$ cat src/rtl/ppu_pixel_shifter_pkg.sv
// Shared PPU types and helpers for the background pixel shifter:
// line geometry, shifter state encoding and the palette lookup.
package ppu_pixel_shifter_pkg;

  localparam int SCREEN_WIDTH = 160;
  localparam int XW           = 8;

  typedef enum logic [1:0] {
    SHIFT_IDLE,
    SHIFT_DISCARD,
    SHIFT_PUSH,
    SHIFT_DONE
  } shifter_state_t;

  // Maps a 2-bit colour index to a shade through a BGP/OBP-style palette byte.
  function automatic logic [1:0] apply_palette(input logic [7:0] pal, input logic [1:0] idx);
    return pal[{idx, 1'b0} +: 2];
  endfunction

endpackage

$ cat src/rtl/ppu_pixel_shifter_if.sv
// Shifter bus: line control and palette in, FIFO head/pop, framebuffer pixel
// stream out. The slave modport is the shifter; master is the PPU/FIFO side.
interface ppu_pixel_shifter_if;
  import ppu_pixel_shifter_pkg::*;

  logic          start_line;
  logic [2:0]    scx_fine;
  logic [7:0]    bgp;
  logic          bg_enable;
  logic          stall;
  logic          fifo_valid;
  logic [1:0]    fifo_pixel;
  logic          fifo_pop;
  logic          pix_valid;
  logic [1:0]    pix_color;
  logic [XW-1:0] pix_x;
  logic          line_done;
  logic          busy;

  modport slave (
    input  start_line, scx_fine, bgp, bg_enable, stall, fifo_valid, fifo_pixel,
    output fifo_pop, pix_valid, pix_color, pix_x, line_done, busy
  );

  modport master (
    output start_line, scx_fine, bgp, bg_enable, stall, fifo_valid, fifo_pixel,
    input  fifo_pop, pix_valid, pix_color, pix_x, line_done, busy
  );

endinterface

$ cat src/rtl/ppu_pixel_shifter.sv
// Background pixel shifter: pops the fetcher FIFO during Mode 3, drops the
// SCX fine-scroll pixels, and streams palette-mapped pixels with X coordinate.
module ppu_pixel_shifter
  import ppu_pixel_shifter_pkg::*;
(
  input  logic                clk,
  input  logic                reset,
  ppu_pixel_shifter_if.slave  io
);

  shifter_state_t state_q, state_d;
  logic [XW-1:0]  x_q, x_d;
  logic [2:0]     discard_q, discard_d;
  logic           pix_valid_q, pix_valid_d;
  logic [1:0]     pix_color_q, pix_color_d;
  logic [XW-1:0]  pix_x_q, pix_x_d;
  logic           line_done_q, line_done_d;
  logic           pop, push, last;

  // NOTE: every always_comb output gets a default first, so no path can infer a latch.
  always_comb begin
    pop  = ((state_q == SHIFT_DISCARD) || (state_q == SHIFT_PUSH)) && io.fifo_valid && !io.stall;
    push = pop && (state_q == SHIFT_PUSH);
    last = push && (x_q == XW'(SCREEN_WIDTH - 1));

    state_d     = state_q;
    x_d         = x_q;
    discard_d   = discard_q;
    pix_valid_d = push;
    pix_color_d = pix_color_q;
    pix_x_d     = pix_x_q;
    line_done_d = 1'b0;

    // A pixel popped in the same cycle as a restart still emits with its old X.
    if (push) begin
      pix_color_d = io.bg_enable ? apply_palette(io.bgp, io.fifo_pixel) : 2'b00;
      pix_x_d     = x_q;
    end

    if (io.start_line) begin
      discard_d = io.scx_fine;
      x_d       = '0;
      state_d   = (io.scx_fine != 3'd0) ? SHIFT_DISCARD : SHIFT_PUSH;
    end else begin
      case (state_q)
        SHIFT_IDLE: ;
        SHIFT_DISCARD: begin
          if (pop) begin
            discard_d = discard_q - 3'd1;
            if (discard_q == 3'd1) state_d = SHIFT_PUSH;
          end
        end
        SHIFT_PUSH: begin
          if (last) begin
            state_d     = SHIFT_DONE;
            line_done_d = 1'b1;
          end else if (push) begin
            x_d = x_q + 1'b1;
          end
        end
        SHIFT_DONE: state_d = SHIFT_IDLE;
        default:    state_d = SHIFT_IDLE;
      endcase
    end
  end

  // NOTE: sequential state uses non-blocking assignments so all registers update together.
  always_ff @(posedge clk or negedge reset) begin
    if (!reset) begin
      state_q     <= SHIFT_IDLE;
      x_q         <= '0;
      discard_q   <= '0;
      pix_valid_q <= 1'b0;
      pix_color_q <= 2'b00;
      pix_x_q     <= '0;
      line_done_q <= 1'b0;
    end else begin
      state_q     <= state_d;
      x_q         <= x_d;
      discard_q   <= discard_d;
      pix_valid_q <= pix_valid_d;
      pix_color_q <= pix_color_d;
      pix_x_q     <= pix_x_d;
      line_done_q <= line_done_d;
    end
  end

  assign io.fifo_pop  = pop;
  assign io.pix_valid = pix_valid_q;
  assign io.pix_color = pix_color_q;
  assign io.pix_x     = pix_x_q;
  assign io.line_done = line_done_q;
  assign io.busy      = (state_q != SHIFT_IDLE);

endmodule

$ cat src/flat_wrapper.sv
// flat-port wrapper written by rule: the top's interface ports become plain ports
module ppu_pixel_shifter_flat import ppu_pixel_shifter_pkg::*;
  (clk, reset, io_start_line, io_scx_fine, io_bgp, io_bg_enable, io_stall, io_fifo_valid, io_fifo_pixel, io_fifo_pop, io_pix_valid, io_pix_color, io_pix_x, io_line_done, io_busy);
  ppu_pixel_shifter_if io_i ();
  input  logic clk;
  input  logic reset;
  input wire logic [$bits(io_i.start_line)-1:0] io_start_line;
  input wire logic [$bits(io_i.scx_fine)-1:0] io_scx_fine;
  input wire logic [$bits(io_i.bgp)-1:0] io_bgp;
  input wire logic [$bits(io_i.bg_enable)-1:0] io_bg_enable;
  input wire logic [$bits(io_i.stall)-1:0] io_stall;
  input wire logic [$bits(io_i.fifo_valid)-1:0] io_fifo_valid;
  input wire logic [$bits(io_i.fifo_pixel)-1:0] io_fifo_pixel;
  output wire logic [$bits(io_i.fifo_pop)-1:0] io_fifo_pop;
  output wire logic [$bits(io_i.pix_valid)-1:0] io_pix_valid;
  output wire logic [$bits(io_i.pix_color)-1:0] io_pix_color;
  output wire logic [$bits(io_i.pix_x)-1:0] io_pix_x;
  output wire logic [$bits(io_i.line_done)-1:0] io_line_done;
  output wire logic [$bits(io_i.busy)-1:0] io_busy;
  assign io_i.start_line = io_start_line;
  assign io_i.scx_fine = io_scx_fine;
  assign io_i.bgp = io_bgp;
  assign io_i.bg_enable = io_bg_enable;
  assign io_i.stall = io_stall;
  assign io_i.fifo_valid = io_fifo_valid;
  assign io_i.fifo_pixel = io_fifo_pixel;
  assign io_fifo_pop = io_i.fifo_pop;
  assign io_pix_valid = io_i.pix_valid;
  assign io_pix_color = io_i.pix_color;
  assign io_pix_x = io_i.pix_x;
  assign io_line_done = io_i.line_done;
  assign io_busy = io_i.busy;
  ppu_pixel_shifter u_core (.clk(clk), .reset(reset), .io(io_i));
endmodule
$ cat config.mk
export PLATFORM = sky130hd
export DESIGN_NAME = ppu_pixel_shifter_flat
export DESIGN_NICKNAME = d
export VERILOG_FILES = /design/src/rtl/ppu_pixel_shifter_pkg.sv /design/src/rtl/ppu_pixel_shifter_if.sv /design/src/rtl/ppu_pixel_shifter.sv /design/src/flat_wrapper.sv
export SDC_FILE = /design/constraint.sdc
export NUM_CORES = 1
export LEC_CHECK = 0
export BUFFER_PORTS_ARGS = -buffer_cell sky130_fd_sc_hd__buf_4
export CAP_MARGIN = 10
export CORE_MARGIN = 2
export CORE_UTILIZATION = 52
export DETAILED_ROUTE_END_ITERATION = 12
export GPL_TIMING_DRIVEN = 0
export MAX_ROUTING_LAYER = met4
export PLACE_DENSITY = 0.88
export SYNTH_ARGS = -nofsm -noshare
export SYNTH_HDL_FRONTEND = slang
export SYNTH_SLANG_ARGS = --single-unit
$ cat constraint.sdc
create_clock -name clk -period 2.4 [get_ports clk]
set_input_delay 0.48 -clock clk [delete_from_list [all_inputs] [get_ports clk]]
set_output_delay 0.48 -clock clk [all_outputs]
set_load 0.01 [all_outputs]
* After elaboration in Yosys (flattened, before gate mapping)
Index checks and enable logic that the tools add are counted.
** Storage, ports and cells
- Register bits :: 25
- Input port bits :: 19
- Word-level logic and storage cells :: 52
** Operators by class
- Add/sub/neg operators :: 2
- Equality and inequality tests :: 9
- Shifts and indexed selects :: 1
- Muxes and demuxes :: 17
- Reductions and logical operators :: 16
** Operator list (count)
- $mux 8 :: 4
- $mux 2 :: 6
- $reduce_bool 2->1 :: 5
- $mux 3 :: 3
- $add 8x1->8 const B :: 1
- $eq 8x8->1 const B :: 1
- $shiftx 8x4->2 :: 1
- $ne 3x3->1 const B :: 2
- $pmux 2 s3 :: 1
- $eq 2x2->1 const B :: 2
- $logic_and 1x1->1 :: 4
- $reduce_and 4->1 :: 1
- $reduce_bool 4->1 :: 1
- $eq 3x1->1 const B :: 1
- $mux 1 :: 3
- $ne 3x2->1 const B :: 1
- $reduce_and 3->1 :: 1
- $reduce_bool 3->1 :: 1
- $sub 3x1->3 const B :: 1
- $eq 2x1->1 const B :: 1
- $ne 2x2->1 const B :: 1
- $reduce_and 2->1 :: 1
- $logic_not 1->1 :: 1
- $logic_or 1x1->1 :: 1

* Logic depth before layout (Yosys ltp)
Gate-level depths: netlist of run 1.
- Word-level depth :: 9
- Mapped depth :: 7

* Worst setup path before layout of run 1
OpenSTA, ideal clock, no wires.
- Path kind :: register to register
- From :: register u_core.state_q[1]
- To :: register u_core.x_q[7]
- Setup time :: 0.078 ns
- Arrival time :: 1.708 ns
- Data required time :: 2.322 ns
- Slack :: 0.614 ns
- Stages on the path, launching flop included :: 8
- Buffers on the path :: 0
- Period minus slack after synthesis :: 1.786 ns
- Cell sequence :: dfrtp_1 > inv_1 > ha_1 > nand4b_4 > clkinv_2 > nand3_1 > or4_1 > a21oi_1
** On the way
- Word-level cells in the longest chain between the ends :: 8
** RTL lines
- start: declaration :: RTL line ppu_pixel_shifter.sv:11 : shifter_state_t state_q, state_d;
- start signal: assignment :: RTL line ppu_pixel_shifter.sv:78 : state_q <= state_d;
- $eq 2x1->1 / $eq 2x2->1 (equally long branches) :: RTL line ppu_pixel_shifter.sv:22, ppu_pixel_shifter.sv:23, ppu_pixel_shifter.sv:45
- $logic_or 1x1->1 :: RTL line ppu_pixel_shifter.sv:22 : pop = ((state_q == SHIFT_DISCARD) || (state_q == SHIFT_PUSH)) && io.fifo_valid && !io.stall;
- $logic_and 1x1->1 (2 in a row) :: RTL line ppu_pixel_shifter.sv:22
- $logic_and 1x1->1 :: RTL line ppu_pixel_shifter.sv:23 : push = pop && (state_q == SHIFT_PUSH);
- $logic_and 1x1->1 :: RTL line ppu_pixel_shifter.sv:24 : last = push && (x_q == XW'(SCREEN_WIDTH - 1));
- $ne 2x2->1 (no line)
- $reduce_and 3->1 (no line) (*)
- end signal: assignment :: RTL line ppu_pixel_shifter.sv:71 : x_q <= '0;
- end signal: assignment :: RTL line ppu_pixel_shifter.sv:79 : x_q <= x_d;
- end: declaration :: RTL line ppu_pixel_shifter.sv:12 : logic [XW-1:0] x_q, x_d;
Mark *: on every way between the ends. The rest lies on a longest branch, timed or not.
A chain may end at the register's enable or synchronous reset.

* Worst setup path in the final report of run 1
- From :: register u_core.state_q[0]
- To :: output port io_fifo_pop
** On the way
- Word-level cells in the longest chain between the ends :: 4
** RTL lines
- $eq 2x1->1 / $eq 2x2->1 (equally long branches) :: RTL line ppu_pixel_shifter.sv:22
- $logic_or 1x1->1 (*) :: RTL line ppu_pixel_shifter.sv:22
- $logic_and 1x1->1 (*) (2 in a row) :: RTL line ppu_pixel_shifter.sv:22
- end: declaration :: RTL line flat_wrapper.sv:14 : output wire logic [$bits(io_i.fifo_pop)-1:0] io_fifo_pop;
Marked as above.

==> results of run 1 <==
==> routing by layer <==
metal  global-route usage  vias to the layer above  share of wire
met5                    -                        -              0
met4               0.0458                        0         0.0074
met3               0.0246                        2          0.027
met2                0.345                       18           0.55
met1                0.245                      540           0.42
li1                     -                      538              -
==> report_power, final <==
group          total (W)  leakage (nW)  switching (W)  internal, W
registers       0.000480         0.338      0.0000267     0.000453
clock network   0.000186        0.0150       0.000121    0.0000649
logic           0.000236         0.484       0.000122     0.000114
==> worst max-delay path, stage by stage (launching register included) <==
cell and delay [ns]:
dfrtp_1 0.43, inv_1 0.11, ha_1 0.39, and3b_1 0.23
buf_4 0.13
==> Yosys cell counts, drive strengths merged (2+ instances only) <==
| cell | instances | area (um2) |
|---|---|---|
| nand2b | 2 | 12.5 |
| o31ai | 2 | 15.0 |
| nor2 | 7 | 26.3 |
| clkbuf | 3 | 11.3 |
| nand2 | 32 | 123 |
| nor3b | 3 | 22.5 |
| nand4b | 2 | 32.5 |
| inv | 7 | 26.3 |
| or4 | 2 | 15.0 |
| xnor2 | 3 | 26.3 |
| or3 | 2 | 12.5 |
| o21ai | 4 | 20.0 |
| dfrtp | 25 | 626 |
| a21oi | 7 | 35.0 |
| nand3 | 5 | 25.0 |
| mux4 | 2 | 45.0 |
| ha | 9 | 113 |
| nor3 | 2 | 10.0 |
| nand4 | 2 | 12.5 |
==> sequential cells by signal, summed over array words and instances, names as in the netlist <==
| signal | cells |
|---|---|
| u_core.io.pix_color | 2 |
| u_core.io.line_done | 1 |
| u_core.discard_q | 3 |
| u_core.state_q | 2 |
| u_core.io.pix_valid | 1 |
| u_core.x_q | 8 |
| u_core.io.pix_x | 8 |
==> cell type report <==
type | instances | share of cell area
Tap cell | 30 | 0.0230
Multi-Input combinational cell | 99 | 0.402
Clock buffer | 4 | 0.0161
Timing Repair Buffer | 32 | 0.147
Sequential cell | 25 | 0.383
Buffer | 4 | 0.00995
Inverter | 8 | 0.0191
==> path summary, 6_finish.rpt <==
path                               startpoint                   to  slack [ns]
max                         u_core.state_q[0]          io_fifo_pop        0.31
min                                     reset   u_core.io.pix_x[5]        0.04
max reg2reg                 u_core.state_q[0]    u_core.state_q[0]        0.36
min reg2reg                u_core.io.pix_x[5]   u_core.io.pix_x[5]        0.50
max in group asynchronous               reset        u_core.x_q[5]        2.13
min in group clk               io_scx_fine[1]  u_core.discard_q[1]        0.36
==> cell families after synthesis <==
kind of cell | after synthesis | synth area share
multiplexers | 3 | 0.0414
flip-flops | 25 | 0.470
XOR/XNOR | 4 | 0.0263
adder cells (fa/ha/maj) | 9 | 0.0846
AO/OA/AOI/OAI | 19 | 0.0912
AND/OR/NAND/NOR | 64 | 0.251
buffers and inverters | 12 | 0.0357
==> metrics by stage <==
step	util	area, um2	worst slack (ns)	power [W]	hold slack, ns
final	0.666	1640	0.307	0.000902	0.0382
after detailed placement	0.655	1610	0.369	0.000725	0.398
after global routing	0.666	1640	0.178	0.000959	0.0424
after CTS	0.666	1640	0.320	0.000907	0.0449
after global placement	0.655	1610	0.491	0.000711	0.392
after floorplan	-	1330	0.614	0.000623	0.184
==> metrics.md, run 1 <==
| Metric | Value |
|---|---|
| Ys flop type | `dfrtp_1` |
| PD cells | `551 nW/um2` |
| Final GP Congestion | `0.818` |
| Netlist cell types | `36` |
| N_diodes | `0` |
| CTS tree | `done` |
| WL per Instance | `12.6 um` |
| Post-CTS Resized | `0` |
| Sequential cell area | `626 um2` |
| Syn Nets | `164` |
| Port Buffers | `32` |
| Clock Latency Late Sink | `0.31 ns` |
| Congestion Overflow GR | `0` |
| Status | `finished, final reports clean` |
| Largest net degree at the start of global routing | `26` |
| Filler cells | `191` |
| First-pass iteration count of the detailed router | `4` |
| CP Data Required Time | `1.92 ns` |
| Avg Inst Size Synth | `9.79 um2` |
| Vias in the first global route | `994` |
| Initial DRC Count | `20` |
| Die Wd | `54.6 um` |
| # placed instances | `198` |
| Yosys reg bits | `25` |
| Synth warn | `0` |
| Synth-to-layout area growth | `22.8%` |
| Initial antenna violation count | `0` |
| Post-Syn Instances | `136` |
| Number of max-cap violations | `0` |
| Final nets | `201` |
| Finished Layout Cells | `202` |
| Most common cell after layout, fill and taps aside | `buf_4` |
| Crit-path max FO | `4` |
| Unrepaired setup endpoints after global routing | `no` |
| DRT antenna net count | `0` |
| CP arrival | `1.61 ns` |
| First-pass GRT wire length | `4190 um` |
| Hpwl dp | `2060 um` |
| Ratio of cells with drive above 1 in the final layout | `0.256` |
| FMAX | `478 MHz` |
| Clk_skew | `0.00258 ns` |
| GRT Total Usage | `0.199` |
| Row Count | `18` |
| Synth Cell Area | `1330 um2` |
| Post-CTS setup buffer count | `0` |
| Clock transition at path regs | `0.13 ns` |
| Endpoints failing setup | `0` |
| Residual DRC | `0` |
| Die span in y | `54.6 um` |
| WL final | `2560 um` |
| Sequential area share after synthesis | `0.470` |
| Area of the die | `2980 um2` |
| Initial core utilization | `0.542` |
| H-Tree Depth | `1` |
| Slew Limit Fails | `0` |
| Worst Hold Class | `input port to asynchronous set/reset pin` |
| Max clock buf depth | `2` |
| Crit path kind | `register to output pin` |
| Core footprint | `2450 um2` |
| Final hold violation count | `0` |
| Tcrit/Tclk final | `0.872` |
| Post-layout minimum cycle time | `2.09 ns` |
| Leak | `0.836 nW` |
| Setup_tns | `0 ns` |
| Critical Path End Type | `output pin` |
| Area of the multi-input gates | `658 um2` |
| R2R depth | `7` |
| Ports | `33` |
| Maximum vdd drop | `0.436 mV` |
| CP Launch Type | `register` |
| Synth async-reset ratio | `1.00` |
| Cts hold-fix bufs | `0` |
| Commonest non-fill, non-tap cells in the layout | `buf_4 (32), nand2_1 (31), dfrtp_1 (25)` |
| CTS root buffer | `clkbuf_4` |
| Clock Sinks | `25` |
| CTS Buf Count | `3` |
| Worst slew pin tran | `0.515 ns` |
| Post-synth EDFFs | `0` |
| Drt via density | `5.44` |
| Relative slew slack | `0.655` |
| Vias after detailed routing | `1098` |
Note: power is estimated with default switching activity, not from simulation.
==> inputs of run 2 (changes only) <==
- CORE_MARGIN: 2 -> 4
- CORE_UTILIZATION: 52 -> 56
- PLACE_DENSITY: 0.88 -> 0.93
- clock period: 2.4 -> 2.6 ns (I/O delays scaled with it)
==> metrics.md, run 2 (synthesized netlist as in run 1, its figures left out) <==
| Metric | Value |
|---|---|
| Status | `finished, final reports clean` |
| Tcrit/Tclk final | `0.814` |
| N_diodes | `0` |
| Psw | `0.000267 W` |
| Int Power | `0.000582 W` |
| Clock power frac | `0.209` |
| Row Count | `17` |
| DRT antenna net count | `0` |
| Maximum vdd drop | `0.387 mV` |
| R2r startpoint | `u_core.state_q[0]` |
| CTS Buf Count | `3` |
| Hold WS | `0.0632 ns` |
| Area of the die | `3220 um2` |
| Logic pwr share | `0.268` |
| Slew Limit Fails | `0` |
| Largest net degree at the start of global routing | `26` |
| First-pass GRT wire length | `5240 um` |
| Post-CTS setup buffer count | `0` |
| CTS tree | `done` |
| Ratio of cells with drive above 1 in the final layout | `0.262` |
| Relative slew slack | `0.669` |
| Worst Hold Class | `input port to asynchronous set/reset pin` |
| Setup_tns | `0 ns` |
| Clock transition at path regs | `0.15 ns` |
| Commonest non-fill, non-tap cells in the layout | `buf_4 (32), nand2_1 (31), dfrtp_1 (25)` |
| Ports | `33` |
| CP Launch Type | `register` |
| Most common cell after layout, fill and taps aside | `buf_4` |
| WL final | `3010 um` |
| Post-layout minimum cycle time | `2.12 ns` |
| PD cells | `520 nW/um2` |
| CTS root buffer | `clkbuf_4` |
| Core footprint | `2230 um2` |
| Critical Path End Type | `output pin` |
| Final hold violation count | `0` |
| Number of max-cap violations | `0` |
| Hpwl dp | `2180 um` |
| Initial DRC Count | `25` |
| CP Data Required Time | `2.08 ns` |
| Port Buffers | `32` |
| Dpl cell area | `1610 um2` |
| Worst slew pin tran | `0.495 ns` |
| Final GP Congestion | `0.867` |
| GRT Total Usage | `0.210` |
| Die Wd | `56.8 um` |
| Residual DRC | `0` |
| Crit path kind | `register to output pin` |
| Vias in the first global route | `1153` |
| Worst setup startpoint | `u_core.state_q[1]` |
| Vias after detailed routing | `1146` |
| Design Area, Final | `1630 um2` |
| Cts hold-fix bufs | `0` |
| Endpoints failing setup | `0` |
| Die span in y | `56.8 um` |
| Synth-to-layout area growth | `22.7%` |
| Part of the power in registers | `0.523` |
| Post-layout util | `0.732` |
| Leak | `0.839 nW` |
| Sw Share | `0.315` |
| Clock Latency Late Sink | `0.32 ns` |
| Congestion Overflow GR | `0` |
| First-pass iteration count of the detailed router | `4` |
| Initial antenna violation count | `0` |
| Clk_skew | `0.0114 ns` |
| H-Tree Depth | `1` |
| Final Total Pwr | `0.000849 W` |
| Max clock buf depth | `2` |
| Clock Sinks | `25` |
| Unrepaired setup endpoints after global routing | `no` |
| Initial core utilization | `0.596` |
| FMAX | `473 MHz` |
| Final nets | `201` |
| Drt via density | `5.73` |
| WL per Instance | `15.0 um` |
| Post-CTS Resized | `0` |
| Crit-path max FO | `6` |
| CP arrival | `1.60 ns` |
-- run 2: cell count changes in the layout (fill, tap and decap cells not counted), sizes merged --
cell,before,now
clkbuf,7,6
clkinv,1,2
-- run 2: critical path: stages (launching register included) --
cell	delay (ns)
dfrtp_1	0.46
inv_1	0.09
ha_1	0.38
and3b_1	0.23
buf_4	0.13
-- run 2: per-layer routing --
metal | GRT usage | part of all wire | up-vias
met5 | - | 0 | -
met1 | 0.239 | 0.38 | 556
met3 | 0.0299 | 0.041 | 6
met4 | 0.0629 | 0.016 | 0
li1 | - | - | 546
met2 | 0.380 | 0.56 | 38
-- run 2: through the flow --
stage          cells  worst slack, ns
6_report         200            0.484
3_5_place_dp     196            0.635
5_1_grt          200            0.316
2_1_floorplan    136            0.814
3_3_place_gp     196            0.696
4_1_cts          200            0.475
-- run 2: final timing paths --
check / to / slack [ns] / depth (start not counted)
max: io_fifo_pop / 0.48 / 4
min in group clk: u_core.io.pix_color[1] / 0.41 / 3
min: u_core.io.pix_x[4] / 0.06 / 1
min reg2reg: u_core.io.pix_x[5] / 0.49 / 2
max in group asynchronous: u_core.x_q[0] / 2.29 / 1
max reg2reg: u_core.state_q[0] / 0.55 / 7
-- run 2: final cells by class --
type                       instances  area (um2)
tap                               28        35.0
inverter                           8        31.3
clock inverter                     1        5.00
multi-input combinational         99         658
buffer                             4        16.3
fill                             160         599
timing repair buffer              32         240
clock buffer                       3        22.5
sequential                        25         626
-- run 2: power by group through the flow --
| stage | combinational (W) | sequential, W | clock (W) |
|---|---|---|---|
| after detailed placement | 0.000222 | 0.000450 | 0 |
| after floorplan | 0.000121 | 0.000454 | 0 |
| after CTS | 0.000229 | 0.000444 | 0.000180 |
| after global routing | 0.000251 | 0.000449 | 0.000197 |
| after global placement | 0.000210 | 0.000447 | 0 |
| final | 0.000228 | 0.000444 | 0.000177 |
